<file path="config.mk">
export PLATFORM = sky130hd
export DESIGN_NAME = cmd_issuer
export DESIGN_NICKNAME = d
export VERILOG_FILES = /design/src/rtl/cmd_issuer.sv
export SDC_FILE = /design/constraint.sdc
export NUM_CORES = 1
export LEC_CHECK = 0
export BUFFER_PORTS_ARGS = -buffer_cell sky130_fd_sc_hd__buf_2
export CAP_MARGIN = 20
export CORE_MARGIN = 10
export CORE_UTILIZATION = 55
export CTS_CLUSTER_DIAMETER = 60
export CTS_CLUSTER_SIZE = 12
export DETAILED_ROUTE_END_ITERATION = 16
export PLACE_DENSITY = 0.75
export SYNTH_ARGS = -nofsm -noshare
export SYNTH_HDL_FRONTEND = slang
export SYNTH_SLANG_ARGS = --single-unit
</file>
<file path="constraint.sdc">
create_clock -name clk -period 5.5 [get_ports clk]
set_input_delay 0.55 -clock clk [delete_from_list [all_inputs] [get_ports clk]]
set_output_delay 0.55 -clock clk [all_outputs]
set_load 0.1 [all_outputs]
</file>
<file path="src/rtl/cmd_issuer.sv">
// Command issue stage: filters and buffers {op_code, address, data} commands in a FIFO,
// then presents them to the execution block one at a time with idle cycles between.
module cmd_issuer #(
    parameter int DEPTH    = 4,
    parameter int GAP      = 1,
    parameter int NUM_REGS = 8
) (
    input  logic                   clk,
    input  logic                   rst,
    input  logic                   in_valid,
    output logic                   in_ready,
    input  logic [7:0]             in_op_code,
    input  logic [7:0]             in_address,
    input  logic [15:0]            in_data,
    output logic [7:0]             op_code,
    output logic [7:0]             address,
    output logic [15:0]            data,
    output logic [$clog2(DEPTH):0] level,
    output logic [15:0]            issue_cnt,
    output logic [7:0]             drop_cnt
);
    localparam int PTR_W = $clog2(DEPTH);
    localparam logic [PTR_W:0] FULL_LVL   = (PTR_W+1)'(DEPTH);
    localparam logic [8:0]     REG_LIMIT  = 9'(NUM_REGS);
    localparam logic [3:0]     GAP_RELOAD = (GAP > 0) ? 4'(GAP - 1) : 4'd0;

    typedef enum logic [1:0] {S_IDLE, S_ISSUE, S_GAP} state_t;

    state_t           state;
    logic [3:0]       gap_cnt;
    logic [PTR_W-1:0] wr_ptr;
    logic [PTR_W-1:0] rd_ptr;
    logic [31:0]      fifo_mem [DEPTH];
    logic [31:0]      head;
    logic             full;
    logic             empty;
    logic             accept;
    logic             reject;
    logic             push;
    logic             pop;

    function automatic logic [7:0] sat_inc8(input logic [7:0] v);
        return (v == 8'hFF) ? v : v + 8'd1;
    endfunction

    assign full     = (level == FULL_LVL);
    assign empty    = (level == '0);
    assign in_ready = !full;
    assign accept   = in_valid && in_ready;
    assign reject   = (in_op_code == 8'd0) || ({1'b0, in_address} >= REG_LIMIT);
    assign push     = accept && !reject;
    assign head     = fifo_mem[rd_ptr];

    // A pop happens exactly when the FSM is about to load a new command.
    always_comb begin
        pop = 1'b0;
        case (state)
            S_IDLE:  pop = !empty;
            S_ISSUE: pop = (GAP == 0) && !empty;
            S_GAP:   pop = (gap_cnt == 4'd0) && !empty;
            default: pop = 1'b0;
        endcase
    end

    always_ff @(posedge clk) begin
        if (push)
            fifo_mem[wr_ptr] <= {in_op_code, in_address, in_data};
    end

    always_ff @(posedge clk or posedge rst) begin
        if (rst) begin
            wr_ptr   <= '0;
            rd_ptr   <= '0;
            level    <= '0;
            drop_cnt <= '0;
        end else begin
            if (push)
                wr_ptr <= wr_ptr + 1'b1;
            if (pop)
                rd_ptr <= rd_ptr + 1'b1;
            if (push && !pop)
                level <= level + 1'b1;
            else if (pop && !push)
                level <= level - 1'b1;
            if (accept && reject)
                drop_cnt <= sat_inc8(drop_cnt);
        end
    end

    // address/data only move on a pop, so they hold through IDLE and GAP.
    always_ff @(posedge clk or posedge rst) begin
        if (rst) begin
            state     <= S_IDLE;
            gap_cnt   <= '0;
            op_code   <= '0;
            address   <= '0;
            data      <= '0;
            issue_cnt <= '0;
        end else begin
            if (pop) begin
                op_code   <= head[31:24];
                address   <= head[23:16];
                data      <= head[15:0];
                issue_cnt <= issue_cnt + 16'd1;
            end
            case (state)
                S_IDLE: begin
                    if (pop)
                        state <= S_ISSUE;
                end
                S_ISSUE: begin
                    if (GAP > 0) begin
                        op_code <= '0;
                        gap_cnt <= GAP_RELOAD;
                        state   <= S_GAP;
                    end else if (!pop) begin
                        op_code <= '0;
                        state   <= S_IDLE;
                    end
                end
                S_GAP: begin
                    if (gap_cnt == 4'd0)
                        state <= pop ? S_ISSUE : S_IDLE;
                    else
                        gap_cnt <= gap_cnt - 4'd1;
                end
                default: begin
                    op_code <= '0;
                    state   <= S_IDLE;
                end
            endcase
        end
    end
endmodule

</file>
==> results.ini <==
[outcome]
status = complete, no violations

[final_layout]
drive_gt1_share_pct = 37.2
fill_cells = 948
final_cell_mix = edfxtp_1 (128), buf_2 (94), dfrtp_1 (68), mux4_2 (32), mux2_2 (28)
final_nets = 561
utilization_pct = 64.2
final_area_um2 = 8880
diodes = 0
final_cell_count_no_fill = 709
final_common_cell = edfxtp_1
area_growth_pct = 15.1

[die]
start_util_pct = 55.8
die_area_um2 = 19200
pin_count = 95
die_h_um = 138
core.rowCount = 43
core-area_um2 = 13800
die_x_um = 138

[timing]
fin_skew_ns = 0.00935
relSlewSlack_pct = 39.9
fin_crit_sh_pct = 57.6
final-setup-viol-count = 0
tightest_slew_ns = 0.902
min_period_ns = 3.17
drv_slew = 0
max_freq_mhz = 316
setup-tns-final_ns = 0
hold_viol = 0
rsz0062_at_grt = false

[critical_path]
critical_path_class = flop to flop
critical_path_arrival_ns = 3.47
required_ns = 5.81
path_max_fanout = 46
end_kind = flop
critPathLaunchType = flop

[route]
first_iter_violations = 260
wl_um = 13900
drt-pass1-iter-count = 4
dr_wl_met2_um = 6970
routed_via_density = 5.52
drt-met1-wl_um = 5950
drcViolationCount = 0
dr_wl_met3_um = 801
drtAntennaViolNets = 0
highest-signal-layer = met5
vias = 3911
wl_per_cell_um = 19.6

[synthesis]
postSynthCellCount = 418
avgSynthCellArea_um2 = 18.4
synth-seq-cells = 197
synthesis.nets = 463
netlist-cell-type-count = 39
async_flop_share_pct = 35.0
yosys.area.top_type_share_pct = 49.9
yosys-top-cells-area = edfxtp_1 (50%), dfrtp_1 (22%), mux4_2 (9.3%)
synthFlopType = edfxtp_1
yosysWarningCount = 0
seq_area_frac_synth_pct = 72.2
synth_edf_count = 128
syn_area_um2 = 7710
post-synth-top-area-cell = edfxtp_1

[clock_network]
clk_latency_ns = 0.43
hold_buffers = 0
htree_levels = 4
cts_buffers = 17
cts_resized = 0
cts_root_buffer = clkbuf_16
cts_setup_buffers = 0
cts_tree = built
clk_pin_slew_ns = 0.07
cts.sinks = 197
clockBufferDepth = 2

[min_path]
min_path_type = input pin to flop

[global_routing]
grt_overflow = 0
track_usage_pct = 15.1
grt_first_pass_wirelength_um = 22700
grt_max_degree = 70
grt_antenna_before_repair = 2
grt_pass1_vias = 4119

[placed_design]
dp.cells = 677
portBuffers = 94
placed_area_um2 = 8340
dp_hpwl_um = 9030
gp_congestion = 0.758

[flow_run]
timing.max_cap.violations = 0

metal layers:
| metal | track usage, % | vias up |
|---|---|---|
| met3 | 5.45 | 19 |
| met2 | 23.9 | 90 |
| met5 | 0 | - |
| met4 | 4.72 | 4 |
| met1 | 19.0 | 1987 |
| li1 | - | 1811 |
final cells by class:
class	instances	area [um^2]	area share [%]
inverter	8	31.3	0.352
clock inverter	9	71.3	0.803
timing repair buffer	98	500	5.64
clock buffer	23	468	5.27
tap	180	225	2.54
multi-input combinational	194	2010	22.6
sequential	197	5570	62.8
kinds of logic (layout without fill, tap and decap cells):
group	Yosys count	after routing	synth area share [%]
xor+xnor	28	28	3.18
simple gates	74	74	5.13
buf+inv	27	138	1.77
compound gates	20	20	2.26
mux	62	62	13.7
fa+ha+maj	10	10	1.72
flops	197	197	72.2
critical path, cell delays in order, from the launching register on:
cell and delay, ns:
dfrtp_1 0.40, inv_1 0.12, ha_1 0.18, or3b_1 0.50
a211oi_4 0.27, buf_4 0.52, inv_1 0.10, ha_1 0.22
inv_1 0.07, fa_1 0.40, mux2_2 0.27
path summary, 6_finish.rpt:
path,from,cells after the start,end,slack (ns)
worst max-delay path,gap_cnt[0],10,level[1],2.33
worst min-delay path,in_data[14],1,fifo_mem[1][14],0.34
worst max register to register,gap_cnt[0],10,level[1],2.33
worst min register to register,issue_cnt[15],1,issue_cnt[15],0.48
max in group asynchronous,rst,3,rd_ptr[0],4.48
min in group asynchronous,rst,3,issue_cnt[9],0.38
registers in the layout (all words and copies together) (netlist names):
name / flops
drop_cnt: 8
rd_ptr: 2
wr_ptr: 2
level: 3
op_code: 8
gap_cnt: 4
state: 2
fifo_mem: 128
data: 16
address: 8
issue_cnt: 16
stage by stage:
stage          hold slack (ns)  setup WS, ns
2_1_floorplan            0.497          2.29
3_3_place_gp             0.458          2.12
3_5_place_dp             0.482          2.07
4_1_cts                  0.319          2.32
5_1_grt                  0.318          2.12
6_report                 0.337          2.33
synthesized netlist by cell type, types with 7 or more instances:
| library cell | number |
|---|---|
| mux4_2 | 32 |
| nand3_1 | 11 |
| nand2_1 | 22 |
| dfrtp_1 | 69 |
| clkbuf_1 | 7 |
| o21ai_0 | 8 |
| inv_1 | 8 |
| ha_1 | 9 |
| and2_1 | 8 |
| xor2_1 | 11 |
| edfxtp_1 | 128 |
| xnor2_1 | 17 |
| mux2_2 | 28 |
| nand4_1 | 8 |
Power is left out: the tool's default activity adds up to more than one toggle a clock period on the data nets, which glitch-free logic cannot reach.
